### src/rtl/mod_write_buffer_if.sv
// Bundles the cache-side store/read-miss signals and the SRAM controller data port of mod_write_buffer.
// slave  : the write buffer itself. It takes stores, read misses and SRAM responses, and drives the SRAM requests.
// master : the environment, meaning the cache controller together with the SRAM controller.
interface mod_write_buffer_if;
    // cache controller side
    logic        wr_valid;
    logic [31:0] wr_addr;
    logic [31:0] wr_data;
    logic        wr_ready;
    logic        rd_req;
    logic [31:0] rd_addr;
    logic [31:0] rd_data;
    logic        rd_done;
    logic        empty;
    // SRAM controller data port
    logic        sram_de;
    logic [1:0]  sram_drw;
    logic [31:0] sram_daddr;
    logic [31:0] sram_din;
    logic [31:0] sram_dout;
    logic        sram_nrdy;

    modport slave (
        input  wr_valid, wr_addr, wr_data, rd_req, rd_addr, sram_dout, sram_nrdy,
        output wr_ready, rd_data, rd_done, empty, sram_de, sram_drw, sram_daddr, sram_din
    );

    modport master (
        output wr_valid, wr_addr, wr_data, rd_req, rd_addr, sram_dout, sram_nrdy,
        input  wr_ready, rd_data, rd_done, empty, sram_de, sram_drw, sram_daddr, sram_din
    );
endinterface

### src/rtl/mod_write_buffer.sv
// Posted-write FIFO plus read arbiter in front of the SRAM controller data port. Read misses bypass queued
// stores unless they hit a pending entry. A write holds the port for >= 2 cycles; a clean read from IDLE
// completes 2 cycles after the request when SRAM answers at once. wr_ready drops only when all entries are full.
//
// Ports: clk, rst (synchronous, active-high); bus (mod_write_buffer_if.slave):
//   wr_valid/wr_addr/wr_data/wr_ready : store push, taken when wr_valid & wr_ready
//   rd_req/rd_addr/rd_data/rd_done     : read miss; rd_req is held until the one-cycle rd_done pulse
//   empty                              : no pending stores
//   sram_de/drw/daddr/din, sram_dout/nrdy : single-request SRAM controller data interface
// Build option: define WB_FORWARD_EN to service conflicting reads from the youngest matching entry (FWD state).
module mod_write_buffer #(
    parameter int DEPTH_LOG2 = 2
) (
    input logic               clk,
    input logic               rst,
    mod_write_buffer_if.slave bus
);
    localparam int DEPTH = 1 << DEPTH_LOG2;

    typedef logic [DEPTH_LOG2-1:0] ptr_t;
    typedef logic [DEPTH_LOG2:0]   cnt_t;

    typedef enum logic [2:0] {
        IDLE     = 3'd0,
        W_ISSUE  = 3'd1,
        W_RETIRE = 3'd2,
        R_ISSUE  = 3'd3,
        R_RETIRE = 3'd4
`ifdef WB_FORWARD_EN
        ,FWD     = 3'd5
`endif
    } state_t;

    state_t      r_state;
    state_t      w_next_state;

    logic [31:0] r_addr [DEPTH];
    logic [31:0] r_data [DEPTH];
    ptr_t        r_wptr;
    ptr_t        r_rptr;
    cnt_t        r_count;

    logic [31:0] r_sram_daddr;
    logic [31:0] r_sram_din;
    logic [31:0] r_rd_data;

    logic        w_wr_ready;
    logic        w_push;
    logic        w_pop;
    logic        w_match;
    logic        w_conflict;
    logic        w_sram_de;
    logic [1:0]  w_sram_drw;
    logic        w_rd_done;
`ifdef WB_FORWARD_EN
    logic [31:0] w_fwd_data;
`endif

    // Depends on registered count only, so there is no input-to-wr_ready path. A pop cycle therefore
    // still reports full, and the freed slot shows up one cycle later.
    assign w_wr_ready = (r_count != cnt_t'(DEPTH));
    assign w_push     = bus.wr_valid & w_wr_ready;
    assign w_pop      = (r_state == W_RETIRE);

    // Scan the live entries from oldest to youngest, so the last hit is the youngest store to that word.
    always_comb begin
        w_match = 1'b0;
`ifdef WB_FORWARD_EN
        w_fwd_data = '0;
`endif
        for (int k = 0; k < DEPTH; k++) begin
            if ((cnt_t'(k) < r_count) &&
                (r_addr[ptr_t'(r_rptr + ptr_t'(k))][31:2] == bus.rd_addr[31:2])) begin
                w_match = 1'b1;
`ifdef WB_FORWARD_EN
                w_fwd_data = r_data[ptr_t'(r_rptr + ptr_t'(k))];
`endif
            end
        end
    end

    assign w_conflict = bus.rd_req & w_match;

    always_comb begin
        w_next_state = r_state;
        w_sram_de    = 1'b0;
        w_sram_drw   = 2'b00;
        w_rd_done    = 1'b0;
        case (r_state)
            IDLE: begin
                // A clean read jumps ahead of queued stores. A conflicting read either forwards or
                // lets the queue drain, one entry per pass through IDLE, until no match remains.
                if (bus.rd_req && !w_conflict) begin
                    w_next_state = R_ISSUE;
                end
`ifdef WB_FORWARD_EN
                else if (w_conflict) begin
                    w_next_state = FWD;
                end
`endif
                else if (r_count != '0) begin
                    w_next_state = W_ISSUE;
                end
            end
            W_ISSUE: begin
                w_sram_de  = 1'b1;
                w_sram_drw = 2'b01;
                if (!bus.sram_nrdy) begin
                    w_next_state = W_RETIRE;
                end
            end
            W_RETIRE: begin
                // de low here gives the SRAM controller its rearm cycle.
                w_next_state = IDLE;
            end
            R_ISSUE: begin
                w_sram_de  = 1'b1;
                w_sram_drw = 2'b10;
                if (!bus.sram_nrdy) begin
                    w_next_state = R_RETIRE;
                end
            end
            R_RETIRE: begin
                w_rd_done    = 1'b1;
                w_next_state = IDLE;
            end
`ifdef WB_FORWARD_EN
            FWD: begin
                w_rd_done    = 1'b1;
                w_next_state = IDLE;
            end
`endif
            default: begin
                w_next_state = IDLE;
            end
        endcase
    end

    always_ff @(posedge clk) begin
        if (rst) begin
            r_state      <= IDLE;
            r_wptr       <= '0;
            r_rptr       <= '0;
            r_count      <= '0;
            r_sram_daddr <= '0;
            r_sram_din   <= '0;
            r_rd_data    <= '0;
        end else begin
            r_state <= w_next_state;
            if (w_push) begin
                r_wptr <= r_wptr + ptr_t'(1);
            end
            if (w_pop) begin
                r_rptr <= r_rptr + ptr_t'(1);
            end
            case ({w_push, w_pop})
                2'b10:   r_count <= r_count + cnt_t'(1);
                2'b01:   r_count <= r_count - cnt_t'(1);
                default: r_count <= r_count;
            endcase
            // The request fields are latched on entry, so they stay stable for however long SRAM stalls.
            if (r_state == IDLE && w_next_state == W_ISSUE) begin
                r_sram_daddr <= r_addr[r_rptr];
                r_sram_din   <= r_data[r_rptr];
            end
            if (r_state == IDLE && w_next_state == R_ISSUE) begin
                r_sram_daddr <= bus.rd_addr;
            end
            if (r_state == R_ISSUE && !bus.sram_nrdy) begin
                r_rd_data <= bus.sram_dout;
            end
`ifdef WB_FORWARD_EN
            if (r_state == IDLE && w_next_state == FWD) begin
                r_rd_data <= w_fwd_data;
            end
`endif
        end
    end

    // Entry storage needs no reset; the count alone decides which entries are live.
    always_ff @(posedge clk) begin
        if (!rst && w_push) begin
            r_addr[r_wptr] <= bus.wr_addr;
            r_data[r_wptr] <= bus.wr_data;
        end
    end

    assign bus.wr_ready   = w_wr_ready;
    assign bus.empty      = (r_count == '0);
    assign bus.rd_done    = w_rd_done;
    assign bus.rd_data    = r_rd_data;
    assign bus.sram_de    = w_sram_de;
    assign bus.sram_drw   = w_sram_drw;
    assign bus.sram_daddr = r_sram_daddr;
    assign bus.sram_din   = r_sram_din;
endmodule

### src/flat_wrapper.sv
// flat-port wrapper written by rule: the top's interface ports become plain ports
module mod_write_buffer_flat 
#(
    parameter int DEPTH_LOG2 = 2
)
  (clk, rst, bus_wr_valid, bus_wr_addr, bus_wr_data, bus_rd_req, bus_rd_addr, bus_sram_dout, bus_sram_nrdy, bus_wr_ready, bus_rd_data, bus_rd_done, bus_empty, bus_sram_de, bus_sram_drw, bus_sram_daddr, bus_sram_din);
  mod_write_buffer_if bus_i ();
  input logic clk;
  input logic rst;
  input wire logic [$bits(bus_i.wr_valid)-1:0] bus_wr_valid;
  input wire logic [$bits(bus_i.wr_addr)-1:0] bus_wr_addr;
  input wire logic [$bits(bus_i.wr_data)-1:0] bus_wr_data;
  input wire logic [$bits(bus_i.rd_req)-1:0] bus_rd_req;
  input wire logic [$bits(bus_i.rd_addr)-1:0] bus_rd_addr;
  input wire logic [$bits(bus_i.sram_dout)-1:0] bus_sram_dout;
  input wire logic [$bits(bus_i.sram_nrdy)-1:0] bus_sram_nrdy;
  output wire logic [$bits(bus_i.wr_ready)-1:0] bus_wr_ready;
  output wire logic [$bits(bus_i.rd_data)-1:0] bus_rd_data;
  output wire logic [$bits(bus_i.rd_done)-1:0] bus_rd_done;
  output wire logic [$bits(bus_i.empty)-1:0] bus_empty;
  output wire logic [$bits(bus_i.sram_de)-1:0] bus_sram_de;
  output wire logic [$bits(bus_i.sram_drw)-1:0] bus_sram_drw;
  output wire logic [$bits(bus_i.sram_daddr)-1:0] bus_sram_daddr;
  output wire logic [$bits(bus_i.sram_din)-1:0] bus_sram_din;
  assign bus_i.wr_valid = bus_wr_valid;
  assign bus_i.wr_addr = bus_wr_addr;
  assign bus_i.wr_data = bus_wr_data;
  assign bus_i.rd_req = bus_rd_req;
  assign bus_i.rd_addr = bus_rd_addr;
  assign bus_i.sram_dout = bus_sram_dout;
  assign bus_i.sram_nrdy = bus_sram_nrdy;
  assign bus_wr_ready = bus_i.wr_ready;
  assign bus_rd_data = bus_i.rd_data;
  assign bus_rd_done = bus_i.rd_done;
  assign bus_empty = bus_i.empty;
  assign bus_sram_de = bus_i.sram_de;
  assign bus_sram_drw = bus_i.sram_drw;
  assign bus_sram_daddr = bus_i.sram_daddr;
  assign bus_sram_din = bus_i.sram_din;
  mod_write_buffer #(.DEPTH_LOG2(DEPTH_LOG2)) u_core (.clk(clk), .rst(rst), .bus(bus_i));
endmodule
### config.mk
export PLATFORM = sky130hd
export DESIGN_NAME = mod_write_buffer_flat
export DESIGN_NICKNAME = d
export VERILOG_FILES = /design/src/rtl/mod_write_buffer_if.sv /design/src/rtl/mod_write_buffer.sv /design/src/flat_wrapper.sv
export SDC_FILE = /design/constraint.sdc
export NUM_CORES = 1
export LEC_CHECK = 0
export CAP_MARGIN = 20
export CELL_PAD_IN_SITES_DETAIL_PLACEMENT = 1
export CELL_PAD_IN_SITES_GLOBAL_PLACEMENT = 2
export CORE_MARGIN = 2
export CORE_UTILIZATION = 42
export DETAILED_ROUTE_END_ITERATION = 12
export PLACE_DENSITY = 0.88
export REMOVE_ABC_BUFFERS = 1
export SETUP_SLACK_MARGIN = 0.05
export SYNTH_ARGS = -nofsm -noshare
export SYNTH_HDL_FRONTEND = slang
export SYNTH_SLANG_ARGS = --single-unit
### constraint.sdc
create_clock -name clk -period 10.2 [get_ports clk]
set_clock_uncertainty 0.2 [all_clocks]
set_input_delay 1.53 -clock clk [delete_from_list [all_inputs] [get_ports clk]]
set_output_delay 1.53 -clock clk [all_outputs]
set_load 0.01 [all_outputs]
## Word-level counts from Yosys, hierarchy flattened

Memory sizes are Yosys's and may differ from the RTL's. A register that Yosys moved wholly into a read port is not among the register bits.
Cells that the tools add are included.

- $add $sub $neg: 6
- Order comparisons: 4
- Eq/ne operators: 13
- Mux-type cells: 19
- Bitwise operators: 2
- Reductions and logical operators: 18

Operators with widths:

| cell | number |
|---|---|
| $eq A30 B30 Y1 | 4 |
| $mux W32 | 2 |
| $mux W3 | 4 |
| $eq A3 B2 Y1 const B | 3 |
| $logic_and A1 B1 Y1 | 9 |
| $pmux W3 S3 | 1 |
| $mux W1 | 8 |
| $eq A3 B1 Y1 const B | 2 |
| $logic_not A3 Y1 | 2 |
| $lt A1 B3 Y1 const A | 2 |
| $lt A2 B3 Y1 const A | 2 |
| $pmux W3 S2 | 1 |
| $add A2 B1 Y2 const B | 2 |
| $add A2 B2 Y2 const B | 2 |
| $mux W2 | 2 |
| $pmux W2 S2 | 1 |
| $reduce_bool A2 Y1 | 2 |
| $add A3 B1 Y3 const B | 1 |
| $eq A3 B3 Y1 const B | 1 |
| $logic_not A1 Y1 | 3 |
| $ne A3 B3 Y1 const B | 1 |
| $reduce_bool A3 Y1 | 1 |
| $sub A3 B1 Y3 const B | 1 |
| $and A1 B1 Y1 | 2 |
| 3 further kinds | 3 |

- Register bits after elaboration: 74
- RAM bits: 256
- Output and inout bits: 102
- Logic and storage cells: 70
- Memories: 2

Memories:

| memory | words | bits a word | read ports | clocked after memory_dff | wr ports | RTL line | RTL |
|---|---|---|---|---|---|---|---|
| u_core.r_addr | 4 | 32 | 4 | 1 | 1 | mod_write_buffer.sv:37 | `logic [31:0] r_addr [DEPTH];` |
| u_core.r_data | 4 | 32 | 1 | 1 | 1 | mod_write_buffer.sv:38 | `logic [31:0] r_data [DEPTH];` |

## Logic depth before layout (Yosys ltp)

An unclocked memory read counts as a cell.

- Depth after elaboration: 16
- Gate-level depth with buffers: 14

## Worst setup path after synthesis

OpenSTA, ideal clock, no wires.

- Path kind: input-to-reg
- Start point: in bus_rd_addr[6]
- End point: reg u_core.r_sram_daddr[12], in the netlist u_core.bus.sram_daddr[12]
- Setup time: 130 ps
- Arrival time: 4009 ps
- Data required time: 9870 ps
- Path slack: 5861 ps
- Cell stages on the path: 10
- Buffers on the path: 3
- Cell sequence: clkbuf_1 > inv_1 > a2bb2o_4 > or4_4 > a2111o_1 > o41ai_4 > or2_1 > buf_4 > buf_6 > o221ai_2

- Word-level cells in the longest chain between the ends: 14
- Elaborated cells on any way between the ends: 23
- Classes of those cells: eq/ne: 6; mux: 7; bitwise: 1; reduce/logical: 9

Ends and longest elaborated chain:

| what | RTL line | RTL |
|---|---|---|
| start: declaration | flat_wrapper.sv:14 | `input wire logic [$bits(bus_i.rd_addr)-1:0] bus_rd_addr;` |
| $eq A30 B30 Y1 | mod_write_buffer.sv:73 | `(r_addr[ptr_t'(r_rptr + ptr_t'(k))][31:2] == bus.rd_addr[31:2])) begin` |
| $logic_and A1 B1 Y1 | mod_write_buffer.sv:72 | `if ((cnt_t'(k) < r_count) &&` |
| $mux W1 (3 in a row) | mod_write_buffer.sv:72 |  |
| $mux W1 (*) | mod_write_buffer.sv:72 |  |
| $and A1 B1 Y1 (*) | mod_write_buffer.sv:82 | `assign w_conflict = bus.rd_req & w_match;` |
| $logic_not A1 Y1 (*) | mod_write_buffer.sv:93 | `if (bus.rd_req && !w_conflict) begin` |
| $logic_and A1 B1 Y1 (*) | mod_write_buffer.sv:93 |  |
| $mux W3 (*) | mod_write_buffer.sv:93 |  |
| $pmux W3 S3 (*) | mod_write_buffer.sv:89 | `case (r_state)` |
| $eq A3 B2 Y1 / $eq A3 B1 Y1 (equally long branches) | mod_write_buffer.sv:166, mod_write_buffer.sv:162 |  |
| $logic_and A1 B1 Y1 (on tied branches) | mod_write_buffer.sv:166, mod_write_buffer.sv:162 |  |
| $mux W32 / $reduce_bool A2 Y1 (equally long branches) | -- |  |
| end signal: assignment | mod_write_buffer.sv:163 | `r_sram_daddr <= r_addr[r_rptr];` |
| end signal: assignment | mod_write_buffer.sv:167 | `r_sram_daddr <= bus.rd_addr;` |
| end: declaration | mod_write_buffer.sv:43 | `logic [31:0] r_sram_daddr;` |

Mark *: on every way between the ends. The rest lies on a longest branch, timed or not.
A chain may end at the register's enable or synchronous reset.

## Final worst setup path

- Start point: reg u_core.r_rptr[0]
- End point: reg u_core.r_sram_daddr[30], in the netlist u_core.bus.sram_daddr[30]

- Word-level cells in the longest chain between the ends: 15
- Elaborated cells on any way between the ends: 24
- Classes of those cells: add/sub: 3; eq/ne: 5; mux: 6; bitwise: 1; reduce/logical: 8; memory: 1

Ends and longest elaborated chain:

| what | RTL line | RTL |
|---|---|---|
| start: declaration | mod_write_buffer.sv:40 | `ptr_t r_rptr;` |
| start signal: assignment | mod_write_buffer.sv:154 | `r_rptr <= r_rptr + ptr_t'(1);` |
| $add A2 B1 Y2 | mod_write_buffer.sv:73 |  |
| $mem_v2 Z4 W32 (*) | -- |  |
| $eq A30 B30 Y1 | mod_write_buffer.sv:73 |  |
| $logic_and A1 B1 Y1 | mod_write_buffer.sv:72 |  |
| $mux W1 (2 in a row) | mod_write_buffer.sv:72 |  |
| $mux W1 (*) | mod_write_buffer.sv:72 |  |
| $and A1 B1 Y1 (*) | mod_write_buffer.sv:82 |  |
| $logic_not A1 Y1 (*) | mod_write_buffer.sv:93 |  |
| $logic_and A1 B1 Y1 (*) | mod_write_buffer.sv:93 |  |
| $mux W3 (*) | mod_write_buffer.sv:93 |  |
| $pmux W3 S3 (*) | mod_write_buffer.sv:89 |  |
| $eq A3 B2 Y1 / $eq A3 B1 Y1 (equally long branches) | mod_write_buffer.sv:166, mod_write_buffer.sv:162 |  |
| $logic_and A1 B1 Y1 (on tied branches) | mod_write_buffer.sv:166, mod_write_buffer.sv:162 |  |
| $mux W32 / $reduce_bool A2 Y1 (equally long branches) | -- |  |

Marks and branches as above.

==> impl_results.rst <==
.. list-table::
   :header-rows: 1

   * - Metric
     - Value
   * - Run status
     - complete, no violations
   * - Category of the most critical setup path
     - reg -> reg
   * - Worst IR drop on VDD
     - roughly 0.00018 V
   * - Final Hold Slack
     - 0.254 ns
   * - Multi-input gate area
     - 8300 um2
   * - Global route overflow
     - 0
   * - Buffers inserted by post-CTS timing repair
     - 0
   * - Core area
     - 44300 um2
   * - Aggregate negative setup slack
     - 0 ns
   * - Post-cts sizing count
     - 0
   * - FF-to-FF Start
     - u_core.r_rptr[0]$_SDFFE_PP0P_
   * - Flop2flop setup slack
     - 4.81 ns
   * - Critical path required time
     - roughly 10 ns
   * - Share of flip-flops with an asynchronous set or reset after synthesis
     - 0%
   * - Count of mapped cells out of synthesis
     - ~1400
   * - RSZ-0062 raised after global routing
     - no
   * - Layout overhead on the synthesized area
     - 22.0%
   * - Count of endpoints failing hold in the final timing report
     - 0
   * - HPWL reported at the end of detailed placement
     - ~40000 um
   * - Count of fill cells added during filler insertion
     - around 4400
   * - Most frequent standard cell in the layout excluding fill and tap cells
     - sky130_fd_sc_hd__edfxtp_1
   * - Routability congestion estimate
     - a little over 1
   * - Critical path capture point type
     - flop
   * - Quantity of hold-fixing buffers added after cts
     - 0
   * - Period utilization
     - 52.9%
   * - Final std cell area, no fill
     - ~23000 um2
   * - Syn. warnings
     - 0
   * - Global routing met2 resource utilization
     - 41.1%
   * - Wire per inst
     - about 26 um
   * - Number of clock sinks
     - between 300 and 400
   * - Mapped Avg Cell Area
     - about 13 um2
   * - Startpoint of the worst setup timing path
     - u_core.r_rptr[0]$_SDFFE_PP0P_
   * - Crit path largest cell delay
     - approximately 0.91 ns
   * - H-Tree Level Count
     - 2
   * - Peak-usage layer in the global routing report
     - met2
   * - Maximum net fanout on the critical path
     - 58
   * - Number of optimization iterations in the first detailed-route pass
     - 5
   * - Latest clock arrival within the worst-skew pair
     - 0.58 ns
   * - Arrival time of the worst setup path
     - roughly 5.6 ns
   * - Maximum capacitance violations
     - 0
   * - GR Util All Layers
     - about a quarter
   * - Hold Path Stages
     - 2
   * - Post-synth EDFFs
     - 256
   * - Max_slew headroom
     - 30.1%
   * - Final core utilization
     - slightly above 50%
   * - Power per cell area
     - between 200 and 250 nW/um2
   * - Cell at the root of the clock tree
     - sky130_fd_sc_hd__clkbuf_16
   * - Clock buffer depth
     - 3
   * - Setup violators final
     - 0
   * - Number of remaining DRC errors
     - 0
   * - Total detailed-routing wirelength
     - 58300 um
   * - Met3 demand-to-capacity share in global routing
     - 5.13%
   * - Antenna violations before repair
     - 4
   * - Launching element type of the critical path
     - flop
   * - Met1 track demand over resource in global routing
     - between 30% and 40%
   * - Initial core utilization
     - about 43%
   * - X dimension of the die
     - 216 um
   * - Via count
     - around 13000
   * - Count of state elements after synthesis
     - 364
   * - Vias in the first global route
     - between 10000 and 15000
   * - Crit-path most repeated cell
     - sky130_fd_sc_hd__buf_4
   * - Die Y
     - 216 um
   * - Critical-path cell list
     - buf_4 > mux4_2 > xnor2_1 > o2111ai_1 > a2111o_1 > o41ai_4 > or2_2 > buf_4 > o221ai_1
   * - Critical-path top delay cell
     - sky130_fd_sc_hd__dfxtp_4
   * - First-pass GRT wire length
     - 87300 um
   * - Sequential cell area
     - approximately 10000 um2
   * - Origin of the worst min-delay path
     - u_core.bus.rd_data[26]$_SDFFE_PP0P_
   * - Inserted Clock Buffers
     - 42
   * - Instance area after placement
     - roughly 22000 um2
   * - Average vias per placed instance
     - approximately 5.8
   * - Peak clock frequency supported by timing
     - roughly 0.19 GHz
   * - Sequential-to-total area share from yosys stat
     - between 50 and 60%
   * - Worst min path class
     - reg -> reg
   * - Number of port buffers
     - approximately 230
   * - Total power consumption of the routed design
     - about 0.0046 W
   * - Synthesized area
     - 18900 um2
   * - Final Max Slew Viols
     - 0
   * - CTS tree
     - done
   * - Reported leakage power
     - ~7.3 nW
   * - Ratio of cells with drive above 1 in the final layout
     - roughly 16%
   * - Time the final worst path needs with I/O delays and setup
     - between 5 and 6 ns
   * - ANT nets after route
     - 0
   * - Path depth of the worst reg2reg path
     - 9
   * - Cell row count
     - 77
   * - Layout net count
     - 1736
   * - Commonest cells after routing, fill and taps aside
     - 256 x sky130_fd_sc_hd__edfxtp_1, 233 x sky130_fd_sc_hd__clkdlybuf4s50_1, 127 x sky130_fd_sc_hd__mux2i_1
   * - Most frequently used flop master after synthesis
     - sky130_fd_sc_hd__edfxtp_1
   * - Number of top-level pins
     - approximately 240
   * - Transition time at the pin with the least slew margin
     - between 1 and 1.5 ns
   * - Post-CTS clock slew at the launch and capture registers of the worst setup and hold paths
     - 0.06 ns
   * - Area of the die
     - roughly 47000 um2
   * - Number of violations reported at the end of detailed-routing iteration 0
     - just over 1000
   * - Unique cell type count in the Yosys netlist
     - 71
   * - Pin count of the biggest net entering global routing
     - 94
kinds of logic (layout without fill, tap and decap cells):
kind of cell | after synthesis | after routing | synth area share, %
mux | 252 | 252 | 21.0
buf+inv | 162 | 378 | 4.04
xor+xnor | 105 | 105 | 4.87
fa+ha+maj | 9 | 9 | 0.597
compound gates | 170 | 170 | 7.45
simple gates | 349 | 349 | 9.82
other cells | 0 | 3 | 0
flops | 364 | 364 | 52.2
area by class of cell:
class	instances	share of cell area, %
Antenna cell	3	0.0326
Clock buffer	56	5.06
Clock inverter	21	1.04
Inverter	46	0.750
Multi-Input combinational cell	885	36.1
Sequential cell	364	42.8
Tap cell	592	3.22
Timing Repair Buffer	255	11.0
cells in the mapped netlist (3+ instances only):
master	count	area [um2]
sky130_fd_sc_hd__o221ai_1	4	35.0
sky130_fd_sc_hd__buf_6	13	146
sky130_fd_sc_hd__ha_1	9	113
sky130_fd_sc_hd__o22a_1	3	26.3
sky130_fd_sc_hd__clkbuf_1	60	225
sky130_fd_sc_hd__o211ai_1	11	82.6
sky130_fd_sc_hd__a21o_1	3	22.5
sky130_fd_sc_hd__xnor2_1	97	850
sky130_fd_sc_hd__mux2i_1	127	1270
sky130_fd_sc_hd__edfxtp_1	256	7690
sky130_fd_sc_hd__or2_2	3	18.8
sky130_fd_sc_hd__o2111ai_1	5	43.8
sky130_fd_sc_hd__nand2_1	126	473
sky130_fd_sc_hd__inv_1	46	173
sky130_fd_sc_hd__buf_2	24	120
sky130_fd_sc_hd__o221ai_2	30	450
sky130_fd_sc_hd__nand3_1	6	30.0
sky130_fd_sc_hd__buf_1	12	45.0
sky130_fd_sc_hd__nor4_1	8	50.1
sky130_fd_sc_hd__mux4_2	114	2570
sky130_fd_sc_hd__nor2b_1	4	25.0
sky130_fd_sc_hd__nand4_1	44	275
sky130_fd_sc_hd__nand2b_1	76	475
sky130_fd_sc_hd__mux2_2	9	101
sky130_fd_sc_hd__nor3b_1	5	37.5
sky130_fd_sc_hd__o22ai_1	7	43.8
sky130_fd_sc_hd__nor2_1	19	71.3
sky130_fd_sc_hd__buf_4	7	52.6
sky130_fd_sc_hd__nor3_1	5	25.0
sky130_fd_sc_hd__xor2_1	8	70.1
sky130_fd_sc_hd__a21oi_1	39	195
sky130_fd_sc_hd__and3_1	24	150
sky130_fd_sc_hd__o21ai_0	32	160
sky130_fd_sc_hd__and2_1	8	50.1
sky130_fd_sc_hd__dfxtp_1	108	2160
sky130_fd_sc_hd__or4_1	5	37.5
sky130_fd_sc_hd__a2bb2oi_1	7	61.3
power breakdown:
| group | leakage, nW | internal (W) | total, W | switching, W |
|---|---|---|---|---|
| combinational | 3.44 | 0.000588 | 0.00127 | 0.000682 |
| sequential | 3.21 | 0.00170 | 0.00182 | 0.000118 |
| clock | 0.683 | 0.000911 | 0.00153 | 0.000620 |
| total | 7.33 | 0.00320 | 0.00462 | 0.00142 |
final timing paths:
check,endpoint
setup / recovery,u_core.bus.sram_daddr[30]$_SDFFE_PP0P_
hold / removal,u_core.bus.rd_data[26]$_SDFFE_PP0P_
setup reg to reg,u_core.bus.sram_daddr[30]$_SDFFE_PP0P_
hold reg to reg,u_core.bus.rd_data[26]$_SDFFE_PP0P_
state kept, by name, summed over array words and instances (netlist names), named ones only:
name                   cells
u_core.r_count             3
u_core.r_state             3
u_core.bus.rd_data        32
u_core.bus.sram_daddr     32
u_core.r_addr            128
u_core.r_rptr              2
u_core.r_wptr              2
u_core.r_data            128
u_core.bus.sram_din       32
per-layer routing:
metal | up-vias | routed length, um
met3 | 82 | 3820
li1 | 5747 | -
met2 | 447 | 28400
met5 | - | 16
met1 | 6659 | 24800
met4 | 2 | 1370
per-stage QoR:
stage / std cells / setup slack (ns)
after global placement: 2140 / 4.78
after CTS: 2219 / 4.78
after floorplan: 1295 / 0.206
after detailed placement: 2142 / 4.75
final: 2222 / 4.81
after global routing: 2222 / 4.46
worst max-delay path: cells and delay by family, from the launching register on:
kind,cells,cell delay [ns]
muxes,1,0.61
xor gates and xnor gates,1,0.47
AOI/OAI and AO/OA,4,1.21
buffers and inverters,2,1.22
DFF,1,0.91
and+or+nand+nor,1,0.59
Power figures use the tool's default switching activity.
